<file path="src/rtl/xdma_burst_collector.sv">
// xdma_burst_collector
// Collects the AXI write bursts that make up one expected DMA transfer.
// A descriptor announces the total beat count and the AXI ID; each AW burst
// is checked against it, W beats are passed through to the data stream with
// zero latency, and a B response (OKAY/SLVERR) is returned per burst.
// done_o pulses once the whole transfer has been collected, and err_o
// reports whether any burst of that transfer was malformed.

module xdma_burst_collector #(
    parameter int unsigned DataWidth   = 512,
    parameter int unsigned LenWidth    = 32,
    parameter int unsigned IdWidth     = 4,
    parameter int unsigned MaxNumBeats = 64
) (
    input  logic                 clk_i,
    input  logic                 rst_ni,
    // expected-transfer descriptor
    input  logic                 desc_valid_i,
    output logic                 desc_ready_o,
    input  logic [LenWidth-1:0]  desc_len_i,
    input  logic [IdWidth-1:0]   desc_id_i,
    // AW channel
    input  logic                 aw_valid_i,
    output logic                 aw_ready_o,
    input  logic [IdWidth-1:0]   aw_id_i,
    input  logic [7:0]           aw_len_i,
    // W channel
    input  logic                 w_valid_i,
    output logic                 w_ready_o,
    input  logic [DataWidth-1:0] w_data_i,
    input  logic                 w_last_i,
    // collected data stream
    output logic                 data_valid_o,
    input  logic                 data_ready_i,
    output logic [DataWidth-1:0] data_o,
    // B channel
    output logic                 b_valid_o,
    input  logic                 b_ready_i,
    output logic [IdWidth-1:0]   b_id_o,
    output logic [1:0]           b_resp_o,
    // status
    output logic                 done_o,
    output logic                 err_o
);

    typedef enum logic [2:0] {
        IDLE    = 3'd0,
        WAIT_AW = 3'd1,
        DATA    = 3'd2,
        RESP    = 3'd3,
        DONE    = 3'd4
    } state_e;

    // The remaining-beat comparison needs to hold both a 9-bit burst size
    // and the full descriptor length without truncation.
    localparam int unsigned CmpWidth = (LenWidth > 32'd9) ? LenWidth : 32'd9;

    localparam logic [1:0] RespOkay   = 2'b00;
    localparam logic [1:0] RespSlverr = 2'b10;

    state_e               state_r, state_s;
    logic [LenWidth-1:0]  remain_r, remain_s;
    logic [IdWidth-1:0]   exp_id_r, exp_id_s;
    logic [IdWidth-1:0]   bid_r, bid_s;
    logic [8:0]           beat_r, beat_s;
    logic                 burst_err_r, burst_err_s;
    logic                 err_r, err_s;

    logic [8:0]           aw_beats_s;
    logic [CmpWidth-1:0]  aw_beats_ext_s;
    logic [CmpWidth-1:0]  remain_ext_s;
    logic                 aw_bad_s;
    logic                 beat_last_s;
    logic [LenWidth-1:0]  remain_dec_s;

    assign aw_beats_s     = {1'b0, aw_len_i} + 9'd1;
    assign aw_beats_ext_s = CmpWidth'(aw_beats_s);
    assign remain_ext_s   = CmpWidth'(remain_r);
    assign aw_bad_s       = (aw_id_i != exp_id_r)
                          | (32'(aw_beats_s) > 32'(MaxNumBeats))
                          | (aw_beats_ext_s > remain_ext_s);
    assign beat_last_s    = (beat_r == 9'd1);
    // A burst longer than the remaining transfer must not wrap the counter.
    assign remain_dec_s   = (remain_r != {LenWidth{1'b0}}) ? (remain_r - LenWidth'(1))
                                                          : {LenWidth{1'b0}};
    assign err_o          = err_r;

    // State and bookkeeping registers; reset abandons any transfer in flight.
    always_ff @(posedge clk_i or negedge rst_ni) begin
        if (!rst_ni) begin
            state_r     <= IDLE;
            remain_r    <= {LenWidth{1'b0}};
            exp_id_r    <= {IdWidth{1'b0}};
            bid_r       <= {IdWidth{1'b0}};
            beat_r      <= 9'd0;
            burst_err_r <= 1'b0;
            err_r       <= 1'b0;
        end else begin
            state_r     <= state_s;
            remain_r    <= remain_s;
            exp_id_r    <= exp_id_s;
            bid_r       <= bid_s;
            beat_r      <= beat_s;
            burst_err_r <= burst_err_s;
            err_r       <= err_s;
        end
    end

    // Next-state, register updates and channel outputs decoded from the state.
    always_comb begin
        state_s      = state_r;
        remain_s     = remain_r;
        exp_id_s     = exp_id_r;
        bid_s        = bid_r;
        beat_s       = beat_r;
        burst_err_s  = burst_err_r;
        err_s        = err_r;
        desc_ready_o = 1'b0;
        aw_ready_o   = 1'b0;
        w_ready_o    = 1'b0;
        data_valid_o = 1'b0;
        data_o       = {DataWidth{1'b0}};
        b_valid_o    = 1'b0;
        b_id_o       = {IdWidth{1'b0}};
        b_resp_o     = RespOkay;
        done_o       = 1'b0;

        case (state_r)
            IDLE: begin
                desc_ready_o = 1'b1;
                if (desc_valid_i) begin
                    remain_s = desc_len_i;
                    exp_id_s = desc_id_i;
                    err_s    = 1'b0;
                    if (desc_len_i == {LenWidth{1'b0}}) begin
                        state_s = DONE;
                    end else begin
                        state_s = WAIT_AW;
                    end
                end else begin
                    state_s = IDLE;
                end
            end
            WAIT_AW: begin
                aw_ready_o = 1'b1;
                if (aw_valid_i) begin
                    beat_s      = aw_beats_s;
                    bid_s       = aw_id_i;
                    burst_err_s = aw_bad_s;
                    state_s     = DATA;
                end else begin
                    state_s = WAIT_AW;
                end
            end
            DATA: begin
                // Zero-latency pass-through: W stalls exactly when the sink does.
                data_valid_o = w_valid_i;
                w_ready_o    = data_ready_i;
                data_o       = w_data_i;
                if (w_valid_i && data_ready_i) begin
                    beat_s      = beat_r - 9'd1;
                    remain_s    = remain_dec_s;
                    burst_err_s = burst_err_r | (w_last_i != beat_last_s);
                    // The AW length, not w_last, decides where the burst ends.
                    if (beat_last_s) begin
                        state_s = RESP;
                    end else begin
                        state_s = DATA;
                    end
                end else begin
                    state_s = DATA;
                end
            end
            RESP: begin
                b_valid_o = 1'b1;
                b_id_o    = bid_r;
                b_resp_o  = burst_err_r ? RespSlverr : RespOkay;
                if (b_ready_i) begin
                    err_s = err_r | burst_err_r;
                    if (remain_r == {LenWidth{1'b0}}) begin
                        state_s = DONE;
                    end else begin
                        state_s = WAIT_AW;
                    end
                end else begin
                    state_s = RESP;
                end
            end
            DONE: begin
                done_o  = 1'b1;
                state_s = IDLE;
            end
            default: begin
                state_s = IDLE;
            end
        endcase
    end

endmodule

</file>
<file path="config.mk">
export PLATFORM = sky130hd
export DESIGN_NAME = xdma_burst_collector
export DESIGN_NICKNAME = d
export VERILOG_FILES = /design/src/rtl/xdma_burst_collector.sv
export SDC_FILE = /design/constraint.sdc
export NUM_CORES = 1
export LEC_CHECK = 0
export ABC_CLOCK_PERIOD_IN_PS = 3100
export BUFFER_PORTS_ARGS = -buffer_cell sky130_fd_sc_hd__buf_2
export CAP_MARGIN = 20
export CORE_AREA = 2 2 431 433
export CTS_CLUSTER_DIAMETER = 150
export DETAILED_ROUTE_END_ITERATION = 16
export DIE_AREA = 0 0 433 435
export GPL_TIMING_DRIVEN = 0
export SYNTH_ARGS = -nofsm -noshare
export SYNTH_HDL_FRONTEND = slang
export SYNTH_SLANG_ARGS = --single-unit
</file>
<file path="constraint.sdc">
create_clock -name clk_i -period 3.1 [get_ports clk_i]
set_input_delay 0.93 -clock clk_i [delete_from_list [all_inputs] [get_ports clk_i]]
set_output_delay 0.93 -clock clk_i [all_outputs]
set_load 0.02 [all_outputs]
</file>
== Word-level counts from Yosys, hierarchy flattened ==
Cells that the tools add are included.
Word-level totals
  register bits: 54
  output and inout bits: 525
  memories: 0
  logic and storage cells: 71
  input port bits: 568
  bits in latches: 0
  bits in read-only memories: 0
  RAM bits: 0
Cells by class
  reduce and logical (&&, ||, !) cells: 13
  muxes and demuxes: 31
  $lt $le $gt $ge: 2
  bitwise gates (word level): 4
  multiply operators: 0
  add/sub/neg operators: 3
  eq/ne operators: 11
  shift operators: 0
  div/mod/pow operators: 0
Operator list (count)
  512-bit two-way mux: 1
  32-bit two-way mux: 3
  32-bit zero test: 2
  32-bit case mux with 2 select lines: 1
  9-bit by 32-bit > comparator with 1-bit output: 1
  32-bit nonzero test: 1
  32-bit by 1-bit subtractor with 32-bit output, second input constant: 1
  9-bit two-way mux: 2
  9-bit case mux with 2 select lines: 1
  3-bit two-way mux: 5
  3-bit case mux with 4 select lines: 1
  1-bit two-way mux: 11
  8-bit by 1-bit adder with 9-bit output, second input constant: 1
  9-bit by 1-bit == test with 1-bit output, second input constant: 1
  9-bit by 7-bit > comparator with 1-bit output, second input constant: 1
  3-bit AND reduction: 3
  9-bit by 1-bit subtractor with 9-bit output, second input constant: 1
  2-bit inequality test, second input constant: 4
  3-bit by 2-bit == test with 1-bit output, second input constant: 2
  2-bit two-way mux: 3
  2-bit nonzero test: 3
  4-bit two-way mux: 1
  4-bit inequality test: 1
  1-bit bitwise OR: 4
  7 further kinds: 9

== Depth between registers and ports, before layout ==
  word-level depth: 6
  mapped depth: 10
  mapped depth without buffers: 10

== Worst setup path after synthesis ==
Ideal clock, no wire load.
  kind: register -> output
  from: register state_r[2]
  to: output data_o[100]
  arrival time: 2.132 ns
  stages on the path, launching flop included: 8
  buffers on the path: 4
  slack: 0.038 ns
  path through: dfrtp_1 > or2_2 > clkbuf_1 > nor2_1 > clkbuf_1 > clkbuf_1 > clkbuf_1 > and2_1
Between the ends
  cells in the longest elaborated chain, start to end: 2
Ends and longest elaborated chain
  start: declaration: line 61  | state_e state_r, state_s;
  start signal: assignment: line 99  | state_r <= state_s;
  3-bit by 2-bit == test with 1-bit output: line 128  | case (state_r)
  512-bit two-way mux: line 128
  end: declaration: line 35  | output logic [DataWidth-1:0] data_o,
No other way between the ends.

== Final worst setup path ==
  from: register state_r[0]
  to: output data_o[239]
Same word-level chain as after synthesis.

==> key figures <==
Outcome
  • Status: finished with violations
  • Failing checks: negative setup slack

Floorplan
  • Die Y: 435 microns
  • Initial core utilization: 3.95%
  • Core area: approximately 180,000 sq um
  • Die ar.: approximately 190,000 sq um
  • Placement row count: about 160
  • I/O pin count: roughly 1,100
  • Die W: 433 microns

Power
  • Clock power share: 3.8%
  • IR drop worst, VDD: 0.294 mV
  • Pint: 7.74 mW
  • Logic pwr share: 88.3%
  • Psw: around 10 mW
  • Reg power frac: 7.9%
  • Switching share of power: between 50% and 60%
  • LEAKAGE: 9.32 nW
  • PD cells: just under 900 nW/um^2

Critical path
  • Reg2Reg Launch Point: remain_ext_s[28]
  • R2R cell count: 7
  • Critical Path Sink: data_o[239]
  • R2R setup slack: about 280 ps
  • Capturing point of the worst reg2reg path: remain_ext_s[12]
  • CP Capture Type: output port
  • Worst path required time: 2170 ps
  • Critical Path Source Type: register
  • CP Max Fanout: 10
  • Critical path class: reg2out
  • Crit path launch: state_r[0]
  • CP Data Arrival Time: 2250 ps

Logic synthesis
  • Async SR Flop Fraction: 100%
  • Register area share after synthesis: 18.6%
  • Syn_nets: 1,598
  • Synth Cell Area: 7280 sq um
  • FF+latch count, synth: 54
  • Predominant post-synthesis flop cell: dfrtp_1
  • Synthesized area per cell: between 7 and 8 sq um
  • Cells after Synth: 1,016
  • Post-synth EDFFs: 0
  • Netlist cell types: 61
  • Ys Warns: 0

GRT
  • First-pass GRT wire length: 213,000 microns
  • Total gr overflow: 0
  • Total GRT Usage: 19.0%
  • Vias in the first global route: 12,700
  • Largest net degree at the start of global routing: 31
  • Antenna violations before repair: 186

STA
  • Worst hold slack: 502 ps
  • Setup ws final: -83.8 ps
  • Skew final: 7.66 ps
  • Final period utilization: 103%
  • Max frequency: 314 MHz
  • # setup viols final: 68
  • Final Hold Viols: 0
  • Setup TNS: -2340 ps
  • RSZ-0062 raised after global routing: yes
  • Final Slew Violations: 0
  • Slew @ Worst Pin: approximately 1000 ps
  • Max_slew headroom: 33.4%
  • Min cycle time layout: 3180 ps

Place
  • Pre-CTS setup slack: -1510 ps
  • RD Place Congestion: 1.01
  • Post-placement cell count: 4,587
  • Port Buffers: 1,089
  • Post-DP HPWL: ~180,000 microns

Routing
  • Via count: between 10,000 and 15,000
  • Wire per inst: 39.4 microns
  • Iteration-0 DRC Markers: 1,237
  • ANT nets after route: 0
  • Drt total wl: 186,000 microns
  • Vias per Instance: about 2.9
  • DRC: 0
  • Drt first pass iters: 6

Cells and area
  • Most frequent cells in the layout: buf_2, and2_1, and2_4
  • Area Overhead vs Synth: 178%
  • Fillers: approximately 22,000
  • Share of layout cells above drive strength 1: ~66%
  • Leading cell type in the layout, fill and taps excluded: buf_2
  • Non-filler instance count after layout: 4,717
  • Fin nets: 2,717

Clocking
  • Hold Buf Count CTS: 0
  • Total CTS buffers: 5
  • Htree depth: 2
  • Clock Latency Late Sink: 320 ps
  • Worst-path clk slew: ~80 ps
  • Root buffer cell: clkbuf_16
  • Clk sinks: 54
  • CTS tree: done
  • CTS max path bufs: 2

Flow run
  • Max-cap violations: 0

Min path
  • Worst min path class: reg2reg
  • Hold_sp: remain_ext_s[26]
[sequential cells by signal, summed over array words and instances (netlist names)]
register	count
beat_r	9
bid_r	4
burst_err_r	1
err_o	1
exp_id_r	4
remain_ext_s	32
state_r	3
[per-stage QoR]
stage                     cell area (sq um)  power (mW)  utilization [%]
after floorplan                        7280        6.83                -
after global placement                15800        13.6             8.60
after detailed placement              15900        13.6             8.62
after CTS                             19200        17.4             10.4
after global routing                  20100        18.9             10.9
final                                 20200        18.0             11.0
[critical path: stages, from the launching register on]
cell and delay, ps:
dfrtp_1 390, or2_4 260, nor2_4 120, clkbuf_16 190, buf_16 170, clkbuf_16 210, clkbuf_8 180, and2_4 190
buf_4 150
[worst min-delay path by stage]
stage                  endpoint  slack (ps)  cells past startpoint
2_1_floorplan  remain_ext_s[26]         460                      1
3_3_place_gp           bid_r[2]         480                      1
3_5_place_dp   remain_ext_s[26]         480                      1
4_1_cts        remain_ext_s[26]         500                      1
5_1_grt                bid_r[2]         520                      1
6_report       remain_ext_s[26]         500                      1
[power groups by stage]
stage               Clock, mW  Combinational [mW]  Sequential (mW)
floorplan                   0                5.51             1.31
global placement            0                12.2             1.42
detailed placement          0                12.1             1.41
CTS                     0.690                15.3             1.40
global route            0.706                16.7             1.46
finish                  0.685                15.9             1.42
[synth_stat cells (3+ instances only)]
cell type  count  area (sq um)
xnor2_1        4          35.0
clkbuf_1      75           282
ha_1          14           175
dfrtp_1       54          1350
o22ai_1        6          37.5
o211ai_1      10          75.1
a22o_1         4          35.0
nor3_1        12          60.1
a21oi_1       19          95.1
o41ai_1        3          26.3
o21ai_0       23           115
a22oi_1       16           120
xor2_1         7          61.3
o21ai_1       10          50.1
nor4_1        25           156
or2_2          3          18.8
nor3b_1        5          37.5
nand4_1       10          62.6
and2_1       521          3260
nand3_1       26           130
nand2_1       27           101
nor2_1        29           109
a31oi_1        4          25.0
a21o_1         5          37.5
and3_1         4          25.0
mux2_2         8          90.1
or3_1          5          31.3
o2bb2ai_1      9          78.8
buf_6          4          45.0
a32oi_1        6          52.6
o311ai_1       7          61.3
inv_1         23          86.3
[timing repair]
item / CTS / global route
pin swaps: 42 / 24
buffers inserted: 9 / 1
resized for setup: 954 / 254
setup endpoints to repair: 520 / 399
gates cloned: 11 / 2
[logic make-up after synthesis]
logic type	count (synthesis)	synth area share, %
xor+xnor	11	1.32
buf+inv	105	5.92
mux	8	1.24
simple gates	682	56.7
other cells	1	0.0515
fa+ha+maj	14	2.41
flops	54	18.6
compound gates	141	13.8
[layout make-up]
cell class              count  area (sq um)  share of cell area (%)
diodes                    101           253                    1.25
plain buffers              81           870                    4.31
clock buffers               5           125                   0.620
clock inverters             3          40.0                   0.198
inverters                  23          86.3                   0.428
multi-input cells         857          6000                    29.7
flip-flops and latches     54          1350                    6.70
well taps                2480          3100                    15.4
repair buffers           1113          8370                    41.4
[routing by layer]
metal | wire (microns) | global-route usage (%) | vias to the layer above | share of wire, %
met4 | 5270 | 3.96 | 32 | 2.8
li1 | - | - | 5723 | -
met5 | 304 | 0 | - | 0.16
met3 | 27800 | 12.6 | 332 | 15
met1 | 57900 | 17.7 | 6474 | 31
met2 | 94500 | 34.2 | 999 | 51
(Power assumes the default switching activity.)
